### src/rtl/uart_rx_os.sv
// Oversampling UART receiver: start / DATA_BITS LSB-first / optional parity / stop, valid-ready output holding register.
// Optional build macro UART_RX_MAJORITY_VOTE_EN: 2-of-3 majority vote around each nominal sample point.
module uart_rx_os #(
  parameter int DATA_BITS  = 8,
  parameter int OVERSAMPLE = 16,
  parameter int PARITY_EN  = 1,
  parameter int ODD_PARITY = 1
) (
  input  logic                 clk,
  input  logic                 rst,
  input  logic                 os_tick,
  input  logic                 rx,
  output logic [DATA_BITS-1:0] rx_data,
  output logic                 rx_valid,
  input  logic                 rx_ready,
  output logic                 parity_err,
  output logic                 frame_err,
  output logic                 overrun,
  output logic                 busy
);

  localparam int TW = $clog2(OVERSAMPLE + 1);
  localparam int BW = 3;
  localparam logic ODD = (ODD_PARITY != 0);
  localparam logic [BW-1:0] LAST_BIT = BW'(DATA_BITS - 1);

  typedef enum logic [2:0] {WAIT_HIGH, IDLE, START, DATA, PARITY, STOP} state_t;

  state_t                state, state_nx;
  logic [TW-1:0]         tick_cnt, tick_cnt_nx;
  logic [BW-1:0]         bit_cnt, bit_cnt_nx;
  logic [DATA_BITS-1:0]  shreg, shreg_nx;
  logic                  perr, perr_nx;
  logic                  ferr_q, ferr_nx;
  logic                  done_q, done_nx;
  logic                  rx_meta, rx_s;
  logic                  sample;

`ifdef UART_RX_MAJORITY_VOTE_EN
  // Decision moves one tick late (c+1); restarting the counter at 1 keeps the bit grid unchanged.
  localparam int LAG = 1;
  logic [1:0] hist;

  always_ff @(posedge clk or posedge rst) begin
    if (rst)          hist <= 2'b11;
    else if (os_tick) hist <= {hist[0], rx_s};
  end

  assign sample = (hist[1] & hist[0]) | (hist[1] & rx_s) | (hist[0] & rx_s);
`else
  localparam int LAG = 0;
  assign sample = rx_s;
`endif

  localparam logic [TW-1:0] START_PT = TW'(OVERSAMPLE / 2 - 1 + LAG);
  localparam logic [TW-1:0] BIT_PT   = TW'(OVERSAMPLE - 1 + LAG);
  localparam logic [TW-1:0] RESTART  = TW'(LAG);

  // Two-flop synchronizer; idles high so reset never looks like a start bit.
  // NOTE: sequential state uses non-blocking assignments so every flop samples pre-edge values.
  always_ff @(posedge clk or posedge rst) begin
    if (rst) begin
      rx_meta <= 1'b1;
      rx_s    <= 1'b1;
    end else begin
      rx_meta <= rx;
      rx_s    <= rx_meta;
    end
  end

  always_ff @(posedge clk or posedge rst) begin
    if (rst) begin
      state    <= WAIT_HIGH;
      tick_cnt <= '0;
      bit_cnt  <= '0;
      shreg    <= '0;
      perr     <= 1'b0;
      ferr_q   <= 1'b0;
      done_q   <= 1'b0;
    end else begin
      state    <= state_nx;
      tick_cnt <= tick_cnt_nx;
      bit_cnt  <= bit_cnt_nx;
      shreg    <= shreg_nx;
      perr     <= perr_nx;
      ferr_q   <= ferr_nx;
      done_q   <= done_nx;
    end
  end

  // NOTE: every always_comb output gets a default first, so no path can infer a latch.
  always_comb begin
    state_nx    = state;
    tick_cnt_nx = tick_cnt;
    bit_cnt_nx  = bit_cnt;
    shreg_nx    = shreg;
    perr_nx     = perr;
    ferr_nx     = ferr_q;
    done_nx     = 1'b0;
    if (os_tick) begin
      unique case (state)
        WAIT_HIGH: if (rx_s) state_nx = IDLE;
        IDLE: if (!rx_s) begin
          state_nx    = START;
          tick_cnt_nx = '0;
        end
        START: if (tick_cnt == START_PT) begin
          if (!sample) begin
            state_nx    = DATA;
            tick_cnt_nx = RESTART;
            bit_cnt_nx  = '0;
            perr_nx     = 1'b0;
          end else begin
            state_nx = IDLE;
          end
        end else begin
          tick_cnt_nx = tick_cnt + 1'b1;
        end
        DATA: if (tick_cnt == BIT_PT) begin
          shreg_nx[bit_cnt] = sample;
          tick_cnt_nx       = RESTART;
          if (bit_cnt == LAST_BIT) state_nx = (PARITY_EN != 0) ? PARITY : STOP;
          else                     bit_cnt_nx = bit_cnt + 1'b1;
        end else begin
          tick_cnt_nx = tick_cnt + 1'b1;
        end
        PARITY: if (tick_cnt == BIT_PT) begin
          perr_nx     = ((^shreg) ^ sample) != ODD;
          tick_cnt_nx = RESTART;
          state_nx    = STOP;
        end else begin
          tick_cnt_nx = tick_cnt + 1'b1;
        end
        STOP: if (tick_cnt == BIT_PT) begin
          ferr_nx     = !sample;
          done_nx     = 1'b1;
          tick_cnt_nx = '0;
          state_nx    = sample ? IDLE : WAIT_HIGH;
        end else begin
          tick_cnt_nx = tick_cnt + 1'b1;
        end
        default: state_nx = WAIT_HIGH;
      endcase
    end
  end

  // Holding register: a completed frame loads if empty or draining this cycle, otherwise it is dropped.
  // NOTE: the data register is reset too, because the outputs must read 0 out of reset.
  always_ff @(posedge clk or posedge rst) begin
    if (rst) begin
      rx_data    <= '0;
      rx_valid   <= 1'b0;
      parity_err <= 1'b0;
      frame_err  <= 1'b0;
      overrun    <= 1'b0;
    end else if (done_q) begin
      if (!rx_valid || rx_ready) begin
        rx_data    <= shreg;
        parity_err <= perr;
        frame_err  <= ferr_q;
        rx_valid   <= 1'b1;
        overrun    <= 1'b0;
      end else begin
        overrun <= 1'b1;
      end
    end else if (rx_valid && rx_ready) begin
      rx_valid <= 1'b0;
    end
  end

  assign busy = (state != IDLE) && (state != WAIT_HIGH);

endmodule

### config.mk
export PLATFORM = sky130hd
export DESIGN_NAME = uart_rx_os
export DESIGN_NICKNAME = d
export VERILOG_FILES = /design/src/rtl/uart_rx_os.sv
export SDC_FILE = /design/constraint.sdc
export NUM_CORES = 1
export LEC_CHECK = 0
export ABC_AREA = 1
export CORE_MARGIN = 4
export CORE_UTILIZATION = 25
export DETAILED_ROUTE_END_ITERATION = 16
export GPL_TIMING_DRIVEN = 0
export PLACE_DENSITY = 0.44
export SYNTH_ARGS = -nofsm -noshare
export SYNTH_HDL_FRONTEND = slang
export SYNTH_SLANG_ARGS = --single-unit
### constraint.sdc
create_clock -name clk -period 2.6 [get_ports clk]
set_input_delay 0.65 -clock clk [delete_from_list [all_inputs] [get_ports clk]]
set_output_delay 0.65 -clock clk [all_outputs]
set_load 0.05 [all_outputs]
After elaboration in Yosys (flattened, before gate mapping)

Cells that the tools add are included.
W data, S select, Z words.

Output and inout bits: 13
Input port bits: 5
Logic and storage cells: 94
Register bits after elaboration: 36

Muxes and demuxes: 33
$add $sub $neg: 2
Equality and inequality tests: 19
Magnitude comparators: 2
Reductions and logical operators: 22
Bitwise operators: 2

Operators with widths:

| cell                  | number |
|---|---|
| $mux W3               | 11 |
| $ne A2 B2 Y1 const B  | 9 |
| $pmux W3 S6           | 1 |
| $mux W5               | 3 |
| $pmux W5 S3           | 1 |
| $mux W1               | 12 |
| $eq A3 B3 Y1 const B  | 3 |
| $bwmux W8             | 1 |
| $reduce_and A8 Y1     | 1 |
| $reduce_xor A8 Y1     | 1 |
| $eq A3 B2 Y1 const B  | 2 |
| $pmux W3 S2           | 1 |
| $reduce_and A2 Y1     | 3 |
| $reduce_and A3 Y1     | 2 |
| $reduce_and A6 Y1     | 1 |
| $reduce_bool A2 Y1    | 3 |
| $reduce_bool A3 Y1    | 2 |
| $add A5 B1 Y5 const B | 1 |
| $eq A5 B3 Y1 const B  | 1 |
| $eq A5 B4 Y1 const B  | 1 |
| $reduce_and A5 Y1     | 1 |
| $lt A3 B4 Y1 const B  | 1 |
| $add A3 B1 Y3 const B | 1 |
| $demux W1 S3          | 1 |
| other kinds (13)      | 16 |

Depth between registers and ports, before layout

Word-level depth: 5
Mapped depth: 10
Depth with buffers taken out: 10

Worst setup path before layout

Ideal clock, no wire load.

Kind: register -> output
Start point: reg state[2]
End point: out busy
Data required time: 1950 ps
Cell stages (with the launch flop): 3
Setup slack: 1145 ps
Path buffers: 0
Arrival: 805 ps
Cells stage by stage: dfrtp_1 > nor2_1 > inv_1

Longest elaborated chain between the ends: 2
Elaborated cells on any way between the ends: 3
Those cells by class: eq/ne (1); reduce/logical (2)

Ends and longest elaborated chain:

| element                                            | RTL line | text |
|---|---|---|
| start: declaration                                 | 29       | `state_t state, state_nx;` |
| start signal: assignment                           | 81       | `state <= state_nx;` |
| $ne A3 B1 Y1 or $reduce_bool A3 Y1 (tied branches) | 171      | `assign busy = (state != IDLE) && (state != WAIT_HIGH);` |
| $logic_and A1 B1 Y1 (*)                            | 171      |  |
| end: declaration                                   | 19       | `output logic busy` |

Mark *: on every way between the ends. The rest lies on a longest branch, timed or not.

Final worst setup path

Ends and elaborated chain as after synthesis.

==> results.json <==
{
  "result_of_the_run": "complete, no violations",
  "synth.cell_area_um2": 2030,
  "wire_length_after_detailed_routing_um": 4150,
  "layout_area_overhead_pct": 20.2,
  "critical_path_class": "reg -> out",
  "first_global_vias": 1672,
  "h_tree_levels": 2,
  "critPathMaxFanout": 6,
  "area_of_combinational_cells_with_multiple_inputs_um2": 986,
  "cts-root-to-sink-buffers": 2,
  "die_w_um": 98.0,
  "report.final.slew_viol_count": 0,
  "max-slew-margin-rel": 0.485,
  "ys_seq_area_frac": 0.446,
  "tightestPinTransition_ps": 771,
  "pwr_density_cell_nw_per_um2": 778,
  "finalInstanceArea_um2": 2430,
  "detailed_routing_iteration_count_for_the_pre_antenna_repair_pass": 4,
  "floorplan.initialDensity": 0.259,
  "worst_ir_drop_vdd_mv": 0.323,
  "chipHeight_um": 98.0,
  "worst_skew_pair.late_latency_ps": 290,
  "drt-vias-per-instance": 4.26,
  "port_buffers": 17,
  "critical_path.startpoint_type": "flip-flop",
  "cts_buffer_count": 5,
  "gr-total-overflow": 0,
  "critical_path_required_ps": 1950,
  "clk_pin_slew_ps": 70,
  "dp_hpwl_um": 3140,
  "drcViolationCount": 0,
  "cts_tree": "yes",
  "grt_first_pass_wirelength_um": 7540,
  "detailedRoute.firstIterationViolations": 89,
  "netlist_instances": 268,
  "global_route.usage.met3": 0.0236,
  "post_synth.cell_area_avg_um2": 7.56,
  "async_reset_ff_frac": 1.00,
  "leading_post_synthesis_cells_by_instance_count": "sky130_fd_sc_hd__nand2_1, sky130_fd_sc_hd__dfrtp_1, sky130_fd_sc_hd__inv_1",
  "yosys.area.top_type": "sky130_fd_sc_hd__dfrtp_1",
  "routedWlPerCell_um": 10.5,
  "grt_max_usage_layer": "met2",
  "cellLeakagePower_nw": 1.18,
  "synth.most_common_cell": "sky130_fd_sc_hd__nand2_1",
  "drv.max_cap_violation_count": 0,
  "ant_nets": 0,
  "yosysWarningCount": 0,
  "grt.met2_usage": 0.158,
  "setup-violations-final": 0,
  "critPathArrivalTime_ps": 1710,
  "synth.area.top_cells": "sky130_fd_sc_hd__dfrtp_1, sky130_fd_sc_hd__nand2_1, sky130_fd_sc_hd__inv_1",
  "place.gp.congestion": 0.793,
  "grtUsageTotal": 0.0955,
  "worst_setup_path_end_kind": "output port",
  "setup_total_negative_slack_ps": 0,
  "core_region_area_um2": 7810,
  "cell_chosen_for_the_clock_root": "sky130_fd_sc_hd__clkbuf_8",
  "num-nets-final": 301,
  "fin_crit_sh": 0.908,
  "syn-num-nets": 277,
  "layout_min_cycle_time_ps": 2360,
  "rsz0062_at_grt": "no",
  "synth-main-ff-cell": "sky130_fd_sc_hd__dfrtp_1",
  "grt_start_max_net_pins": 37,
  "timing.hold.ws_ps": 358,
  "dr_total_vias": 1682,
  "cts_setup_buffers": 0,
  "timing.clock.skew_ps": 10.9,
  "ys_ff_latch": 36,
  "grt_use_met1": 0.122,
  "hold_path.class": "reg -> reg",
  "hold_buffers": 0,
  "dpl-instance-area_um2": 2320,
  "rrSetupSlack_ps": 1050,
  "cts_sinks": 36,
  "placementRows": 32,
  "yosysTopAreaCellShare": 0.420,
  "die_area_um2": 9610,
  "grt_antenna_before_repair": 0,
  "layout.core_utilization": 0.312,
  "layout-drive-gt1-share": 0.143,
  "layout.filler_cells": 864,
  "ff_latch_area_um2": 903,
  "report.final.hold_viol_count": 0,
  "floorplan.io_pins": 18,
  "fmaxAchievable_mhz": 424,
  "post_cts_resized": 0,
  "totalPowerFinal_w": 0.00189,
  "antenna-diode-count": 0,
  "synth-edff-count": 0,
  "count_of_cell_types_in_the_netlist": 30
}
-- logic make-up after synthesis --
kind of cell,synth area share
compound gates,0.0920
xor+xnor,0.00865
fa+ha+maj,0.0247
buf+inv,0.0673
flops,0.446
mux,0.0111
simple gates,0.350
-- path summary, 6_finish.rpt --
check	start	depth (start not counted)	to
setup / recovery	state[2]	3	busy
min in group asynchronous	rst	2	shreg[4]
hold / removal	rx_meta	0	rx_s
max in group asynchronous	rst	2	shreg[2]
hold reg to reg	rx_meta	0	rx_s
setup reg to reg	tick_cnt[1]	7	shreg[6]
-- stage by stage --
stage	std cells	setup slack [ps]
global route	395	175
detailed placement	387	443
floorplan	268	1150
CTS	395	225
finish	395	240
global placement	387	204
-- per-layer routing --
metal	vias to the layer above	share of wire
met4	0	0.016
li1	894	-
met2	23	0.46
met1	757	0.47
met3	8	0.050
met5	-	0
-- flip-flops by register name (all words and copies together), names as in the netlist --
| signal | cells |
|---|---|
| state | 3 |
| rx_s | 1 |
| bit_cnt | 3 |
| frame_err | 1 |
| tick_cnt | 5 |
| rx_meta | 1 |
| overrun | 1 |
| rx_valid | 1 |
| ferr_q | 1 |
| perr | 1 |
| shreg | 8 |
| done_q | 1 |
| rx_data | 8 |
| parity_err | 1 |
-- power breakdown --
group / internal (W) / switching, W
logic: 0.000215 / 0.000454
registers: 0.000631 / 0.0000997
clock network: 0.000284 / 0.000212
total: 0.00113 / 0.000765
-- layout by cell type (no fill, tap or decap), drive strengths merged --
master	netlist	routed
bufinv	0	1
dfrtp	34	34
dfstp	2	2
clkinv	0	1
o21ai	26	26
ha	4	4
clkinvlp	0	1
clkbuf	1	6
nand3	16	16
inv	34	34
nand2	111	111
a21oi	6	6
o21a	1	1
buf	1	1
mux2	2	2
nand4	3	3
clkdlybuf4s50	0	17
nor2	23	23
nor3	2	2
xnor2	1	1
xor2	1	1
-- worst max-delay path: stages (launching register included) --
cell and delay, ps:
sky130_fd_sc_hd__dfrtp_1 470, sky130_fd_sc_hd__nor2_1 100, sky130_fd_sc_hd__inv_1 60, sky130_fd_sc_hd__clkdlybuf4s50_1 790
-- final cells by class --
| type | count | share of cell area |
|---|---|---|
| Timing Repair Buffer | 17 | 0.0699 |
| Buffer | 2 | 0.00360 |
| Clock inverter | 3 | 0.0175 |
| Sequential cell | 36 | 0.371 |
| Clock buffer | 5 | 0.0283 |
| Inverter | 34 | 0.0524 |
| Tap cell | 102 | 0.0524 |
| Multi-Input combinational cell | 196 | 0.405 |
(Power assumes the default switching activity.)
